[src/rtl/chunked_adder_pkg.sv]
// -----------------------------------------------------------------------------
// chunked_adder_pkg
// Shared types and helpers for the chunked add/subtract unit.
//   state_e      : controller states (IDLE, RUN, DONE)
//   calc_nchunk  : number of CHUNK-bit slices in a WIDTH-bit operand
//   calc_idx_w   : width of the slice index register (at least 1 bit)
// Optional feature macro used by the design: CHUNKED_ADDER_OVERFLOW_EN
// -----------------------------------------------------------------------------
package chunked_adder_pkg;

    typedef enum logic [1:0] {
        IDLE = 2'd0,
        RUN  = 2'd1,
        DONE = 2'd2
    } state_e;

    function automatic int calc_nchunk(input int width, input int chunk);
        return width / chunk;
    endfunction

    // A single-slice configuration still needs a 1-bit index register.
    function automatic int calc_idx_w(input int nchunk);
        return (nchunk > 1) ? $clog2(nchunk) : 1;
    endfunction

endpackage

[src/rtl/adder_chunk.sv]
// -----------------------------------------------------------------------------
// adder_chunk
// Combinational CHUNK-bit ripple-carry adder slice.
//   a_i, b_i     : CHUNK-bit addends
//   cin_i        : carry into bit 0
//   sum_o        : CHUNK-bit sum
//   cout_o       : carry out of the top bit
//   msb_cin_o    : carry into the top bit (used for signed overflow detection)
// Optional feature macro of the enclosing design: CHUNKED_ADDER_OVERFLOW_EN
// -----------------------------------------------------------------------------
module adder_chunk #(
    parameter int CHUNK = 2
) (
    input  logic [CHUNK-1:0] a_i,
    input  logic [CHUNK-1:0] b_i,
    input  logic             cin_i,
    output logic [CHUNK-1:0] sum_o,
    output logic             cout_o,
    output logic             msb_cin_o
);

    // The ripple is written as a loop over a single carry variable so the
    // chain stays one combinational expression rather than a self-feeding vector.
    always_comb begin
        logic c;
        c         = cin_i;
        sum_o     = '0;
        msb_cin_o = 1'b0;
        for (int i = 0; i < CHUNK; i++) begin
            if (i == CHUNK - 1) begin
                msb_cin_o = c;
            end
            sum_o[i] = a_i[i] ^ b_i[i] ^ c;
            c        = (a_i[i] & b_i[i]) | (a_i[i] & c) | (b_i[i] & c);
        end
        cout_o = c;
    end

endmodule

[src/rtl/chunked_adder.sv]
// -----------------------------------------------------------------------------
// chunked_adder
// Multi-cycle add/subtract unit: processes CHUNK bits of a WIDTH-bit operand
// per clock, carrying between slices in a register.
//   clock, clear        : clock and synchronous active-high reset
//   in_valid/in_ready   : operand handshake (in_ready high only in IDLE)
//   in_a, in_b          : operands
//   carry_in            : carry-in (add) / borrow-in (subtract)
//   sub                 : 0 = A+B+carry_in, 1 = A-B-carry_in
//   out_valid/out_ready : result handshake (out_valid high only in DONE)
//   out, carry_out      : result; for subtract carry_out=1 means no borrow
//   overflow            : signed overflow, present only when the macro
//                         CHUNKED_ADDER_OVERFLOW_EN is defined
// All outputs are driven from registers/state only.
// -----------------------------------------------------------------------------
module chunked_adder
    import chunked_adder_pkg::*;
#(
    parameter int WIDTH = 8,
    parameter int CHUNK = 2
) (
    input  logic             clock,
    input  logic             clear,
    input  logic             in_valid,
    output logic             in_ready,
    input  logic [WIDTH-1:0] in_a,
    input  logic [WIDTH-1:0] in_b,
    input  logic             carry_in,
    input  logic             sub,
    output logic             out_valid,
    input  logic             out_ready,
    output logic [WIDTH-1:0] out,
    output logic             carry_out
`ifdef CHUNKED_ADDER_OVERFLOW_EN
    ,
    output logic             overflow
`endif
);

    localparam int NCHUNK = calc_nchunk(WIDTH, CHUNK);
    localparam int IDX_W  = calc_idx_w(NCHUNK);
    localparam logic [IDX_W-1:0] LAST_IDX = IDX_W'(NCHUNK - 1);

    state_e             state_q,  state_d;
    logic [WIDTH-1:0]   a_q,      a_d;
    logic [WIDTH-1:0]   b_q,      b_d;       // already inverted for subtract
    logic [WIDTH-1:0]   result_q, result_d;
    logic               carry_q,  carry_d;
    logic [IDX_W-1:0]   idx_q,    idx_d;
`ifdef CHUNKED_ADDER_OVERFLOW_EN
    logic               msb_cin_q, msb_cin_d;
`endif

    logic [31:0]        chunk_base;
    logic [CHUNK-1:0]   chunk_a;
    logic [CHUNK-1:0]   chunk_b;
    logic [CHUNK-1:0]   chunk_sum;
    logic               chunk_cout;
`ifdef CHUNKED_ADDER_OVERFLOW_EN
    logic               chunk_msb_cin;
`endif

    assign chunk_base = 32'(idx_q) * 32'(CHUNK);
    assign chunk_a    = a_q[chunk_base +: CHUNK];
    assign chunk_b    = b_q[chunk_base +: CHUNK];

    adder_chunk #(
        .CHUNK     (CHUNK)
    ) u_adder_chunk (
        .a_i       (chunk_a),
        .b_i       (chunk_b),
        .cin_i     (carry_q),
        .sum_o     (chunk_sum),
        .cout_o    (chunk_cout),
`ifdef CHUNKED_ADDER_OVERFLOW_EN
        .msb_cin_o (chunk_msb_cin)
`else
        .msb_cin_o ()
`endif
    );

    always_comb begin
        state_d   = state_q;
        a_d       = a_q;
        b_d       = b_q;
        result_d  = result_q;
        carry_d   = carry_q;
        idx_d     = idx_q;
`ifdef CHUNKED_ADDER_OVERFLOW_EN
        msb_cin_d = msb_cin_q;
`endif
        case (state_q)
            IDLE: begin
                if (in_valid) begin
                    // Subtraction is A + ~B + ~borrow; the inverted carry
                    // makes the final carry read as "no borrow".
                    a_d     = in_a;
                    b_d     = sub ? ~in_b : in_b;
                    carry_d = sub ? ~carry_in : carry_in;
                    idx_d   = '0;
                    state_d = RUN;
                end
            end
            RUN: begin
                result_d[chunk_base +: CHUNK] = chunk_sum;
                carry_d   = chunk_cout;
`ifdef CHUNKED_ADDER_OVERFLOW_EN
                msb_cin_d = chunk_msb_cin;
`endif
                idx_d     = idx_q + 1'b1;
                if (idx_q == LAST_IDX) begin
                    state_d = DONE;
                end
            end
            DONE: begin
                if (out_ready) begin
                    state_d = IDLE;
                end
            end
            default: begin
                state_d = IDLE;
            end
        endcase
    end

    always_ff @(posedge clock) begin
        if (clear) begin
            state_q   <= IDLE;
            a_q       <= '0;
            b_q       <= '0;
            result_q  <= '0;
            carry_q   <= 1'b0;
            idx_q     <= '0;
`ifdef CHUNKED_ADDER_OVERFLOW_EN
            msb_cin_q <= 1'b0;
`endif
        end else begin
            state_q   <= state_d;
            a_q       <= a_d;
            b_q       <= b_d;
            result_q  <= result_d;
            carry_q   <= carry_d;
            idx_q     <= idx_d;
`ifdef CHUNKED_ADDER_OVERFLOW_EN
            msb_cin_q <= msb_cin_d;
`endif
        end
    end

    assign in_ready  = (state_q == IDLE);
    assign out_valid = (state_q == DONE);
    assign out       = result_q;
    assign carry_out = carry_q;
`ifdef CHUNKED_ADDER_OVERFLOW_EN
    // Carry into vs out of the MSB of the last slice; forced low outside DONE.
    assign overflow  = (state_q == DONE) & (msb_cin_q ^ carry_q);
`endif

endmodule
[config.mk]
export PLATFORM = sky130hd
export DESIGN_NAME = chunked_adder
export DESIGN_NICKNAME = d
export VERILOG_FILES = /design/src/rtl/chunked_adder_pkg.sv /design/src/rtl/adder_chunk.sv /design/src/rtl/chunked_adder.sv
export SDC_FILE = /design/constraint.sdc
export NUM_CORES = 1
export LEC_CHECK = 0
export ABC_CLOCK_PERIOD_IN_PS = 4500
export CAP_MARGIN = 10
export CORE_MARGIN = 1.5
export CORE_UTILIZATION = 50
export DETAILED_ROUTE_END_ITERATION = 7
export PLACE_DENSITY = 0.8
export RECOVER_POWER = 25
export SETUP_SLACK_MARGIN = 0.5
export SLEW_MARGIN = 30
export SYNTH_ARGS = -nofsm -noshare
export SYNTH_HDL_FRONTEND = slang
export SYNTH_SLANG_ARGS = --single-unit
[constraint.sdc]
create_clock -name clock -period 4.5 [get_ports clock]
set_clock_uncertainty 0.2 [all_clocks]
set_input_delay 0.45 -clock clock [delete_from_list [all_inputs] [get_ports clock]]
set_output_delay 0.45 -clock clock [all_outputs]
set_load 0.02 [all_outputs]
==> impl_metrics.env <==
export IMPL_status="completed"
export IMPL_grt_use_total=0.181
export IMPL_io_buffers=32
export IMPL_post_route_period_util=0.708
export IMPL_num_io_pins=33
export IMPL_initial_utilization=0.524
export IMPL_p_per_area_nw_per_um2=302
export IMPL_maxSlewViolCount=0
export IMPL_nFillCells=226
export IMPL_syn_area_per_cell_um2=9.23
export IMPL_syn_nets=184
export IMPL_drtIter0Drc=25
export IMPL_grt_pass1_vias=1083
export IMPL_finalInstanceArea_um2=1780
export IMPL_gr_total_overflow=0
export IMPL_coreArea_um2=2730
export IMPL_ant_nets=0
export IMPL_dieHeight_um=56.5
export IMPL_synth_top_cell_by_area="dfxtp_1"
export IMPL_post_drt_wl_per_cell_um=13.2
export IMPL_diodes=0
export IMPL_firstDrtPassIters=4
export IMPL_htreeDepth=2
export IMPL_area_growth_pct=24.6
export IMPL_whs_path_depth=2
export IMPL_cts_buffer_depth=2
export IMPL_cts_tree="built"
export IMPL_synth_edf_count=0
export IMPL_worstSkewPairLatency_ns=0.32
export IMPL_reg2reg_depth=6
export IMPL_yosysSeqAreaShare=0.406
export IMPL_layout_drive_gt1_share=0.0710
export IMPL_tightest_slew_ns=0.792
export IMPL_dpl_instance_area_um2=1730
export IMPL_grt_pass1_wl_mm=4.48
export IMPL_cts_hold_buf=0
export IMPL_cts_buffers=5
export IMPL_critPathLaunchType="flop"
export IMPL_row_count=19
export IMPL_num_vias=1197
export IMPL_finalSetupViolCount=0
export IMPL_worstPathArrival_ns=3.24
export IMPL_yosysWarnings=0
export IMPL_cts_setup_buffers=0
export IMPL_synth_top_cell_area_share=0.406
export IMPL_cp_required_ns=4.56
export IMPL_regArea_um2=581
export IMPL_hold_viol=0
export IMPL_synth_ff_type="dfxtp_1"
export IMPL_hp_class="flop to flop"
export IMPL_clock_sinks=29
export IMPL_vias_per_cell=5.59
export IMPL_clk_pin_slew_ns=0.09
export IMPL_crit_fanout=13
export IMPL_clockRootBuffer="clkbuf_4"
export IMPL_dp_hpwl_mm=2.10
export IMPL_cts_resized=0
export IMPL_synth_cell_types=30
export IMPL_ys_seq_elements=29
export IMPL_dieWidth_um=56.5
export IMPL_fin_crit_ns=3.19
export IMPL_dieArea_um2=3190
export IMPL_timing_slew_headroom=0.471
export IMPL_async_reset_ff_frac=0
export IMPL_finalSetupTns_ns=0
export IMPL_rsz0062_at_grt="false"
export IMPL_vdd_drop_max_mv=0.254
export IMPL_synthCells=155
export IMPL_ys_top_cells_by_count="dfxtp_1, nand2_1, a21oi_1, nor2_1, xnor2_1"
export IMPL_gp_congestion=0.858
export IMPL_p_leak_nw=0.644
export IMPL_crit_type="flop to flop"
export IMPL_syn_area_um2=1430
export IMPL_grt_max_degree=30
export IMPL_totalWireLength_mm=2.83
export IMPL_setup_worst_path_end_class="flop"
export IMPL_fmax_ghz=0.314
export IMPL_yosysMostFrequentCell="dfxtp_1"
export IMPL_final_nets=212
export IMPL_ys_top_cells_by_area="dfxtp_1, nand2_1, a21oi_1, mux4_2, xnor2_1"
export IMPL_multi_input_area_um2=782
export IMPL_maxCapViolCount=0
export IMPL_drc=0
export IMPL_antenna_found_initial=0
[worst max-delay path, cell delays in order, from the launching register on]
cell	delay [ns]
dfxtp_1	0.66
mux4_2	0.59
fa_1	0.41
fa_1	0.58
nor4bb_1	0.38
nand3_1	0.14
a21oi_1	0.17
[layout make-up]
type                            instances  share of cell area
Inverter                                3             0.00632
Clock buffer                            7              0.0309
Tap cell                               31              0.0218
Timing Repair Buffer                   32               0.177
Sequential cell                        29               0.326
Multi-Input combinational cell        112               0.439
[final timing paths]
path	startpoint	endpoint	slack (ns)
max	idx_q[0]$_SDFFE_PP0P_	out[5]$_SDFFE_PP0P_	1.31
min reg2reg	out[4]$_SDFFE_PP0P_	out[4]$_SDFFE_PP0P_	0.25
max reg2reg	idx_q[0]$_SDFFE_PP0P_	out[5]$_SDFFE_PP0P_	1.31
min	out[4]$_SDFFE_PP0P_	out[4]$_SDFFE_PP0P_	0.25
[kinds of logic (layout without fill, tap and decap cells)]
group,Yosys count,in the layout,synth area share
buffers and inverters,14,42,0.0481
DFF,29,29,0.406
xor gates and xnor gates,9,9,0.0551
adders and majority gates,7,7,0.0717
and+or+nand+nor,61,61,0.226
AOI/OAI and AO/OA,30,30,0.124
muxes,5,5,0.0699
[through the flow]
| stage | instances | power, mW | worst slack, ns | utilization | hold WS, ns |
|---|---|---|---|---|---|
| 3_3_place_gp | 207 | 0.381 | 1.50 | 0.634 | 0.240 |
| 5_1_grt | 214 | 0.561 | 1.22 | 0.652 | 0.275 |
| 3_5_place_dp | 207 | 0.386 | 1.36 | 0.634 | 0.247 |
| 4_1_cts | 214 | 0.541 | 1.35 | 0.654 | 0.259 |
| 6_report | 214 | 0.538 | 1.31 | 0.652 | 0.255 |
| 2_1_floorplan | 155 | 0.351 | 1.69 | - | 0.233 |
[layer usage]
layer  wire [um]  track usage
met1        1150        0.184
met2        1490        0.342
met3         139       0.0438
met4          48       0.0782
met5           0            0
[registers in the layout, summed over array words and instances, names as in the netlist]
signal	cells
out	8
b_q	8
carry_out	1
a_q	8
state_q	2
idx_q	2
[where the power goes]
| part | switching (mW) | leakage, nW | total [mW] | internal [mW] |
|---|---|---|---|---|
| clock | 0.0854 | 0.0314 | 0.159 | 0.0736 |
| combinational | 0.0443 | 0.375 | 0.0955 | 0.0512 |
| sequential | 0.0132 | 0.237 | 0.283 | 0.270 |
[cell usage in the layout (no fill, tap or decap), drive strengths merged, types with 2 or more instances in the layout]
cell,count
nor4bb,2
a22oi,2
nor2,11
nand4,6
clkdlybuf4s50,25
fa,2
mux4,4
nor2b,2
clkbuf,7
and3b,2
nand2,26
ha,5
a211oi,8
nand3b,4
nor3b,2
a21oi,19
nand3,2
xnor2,9
dfxtp,29
dlygate4sd3,6
inv,3
(Power assumes the default switching activity.)
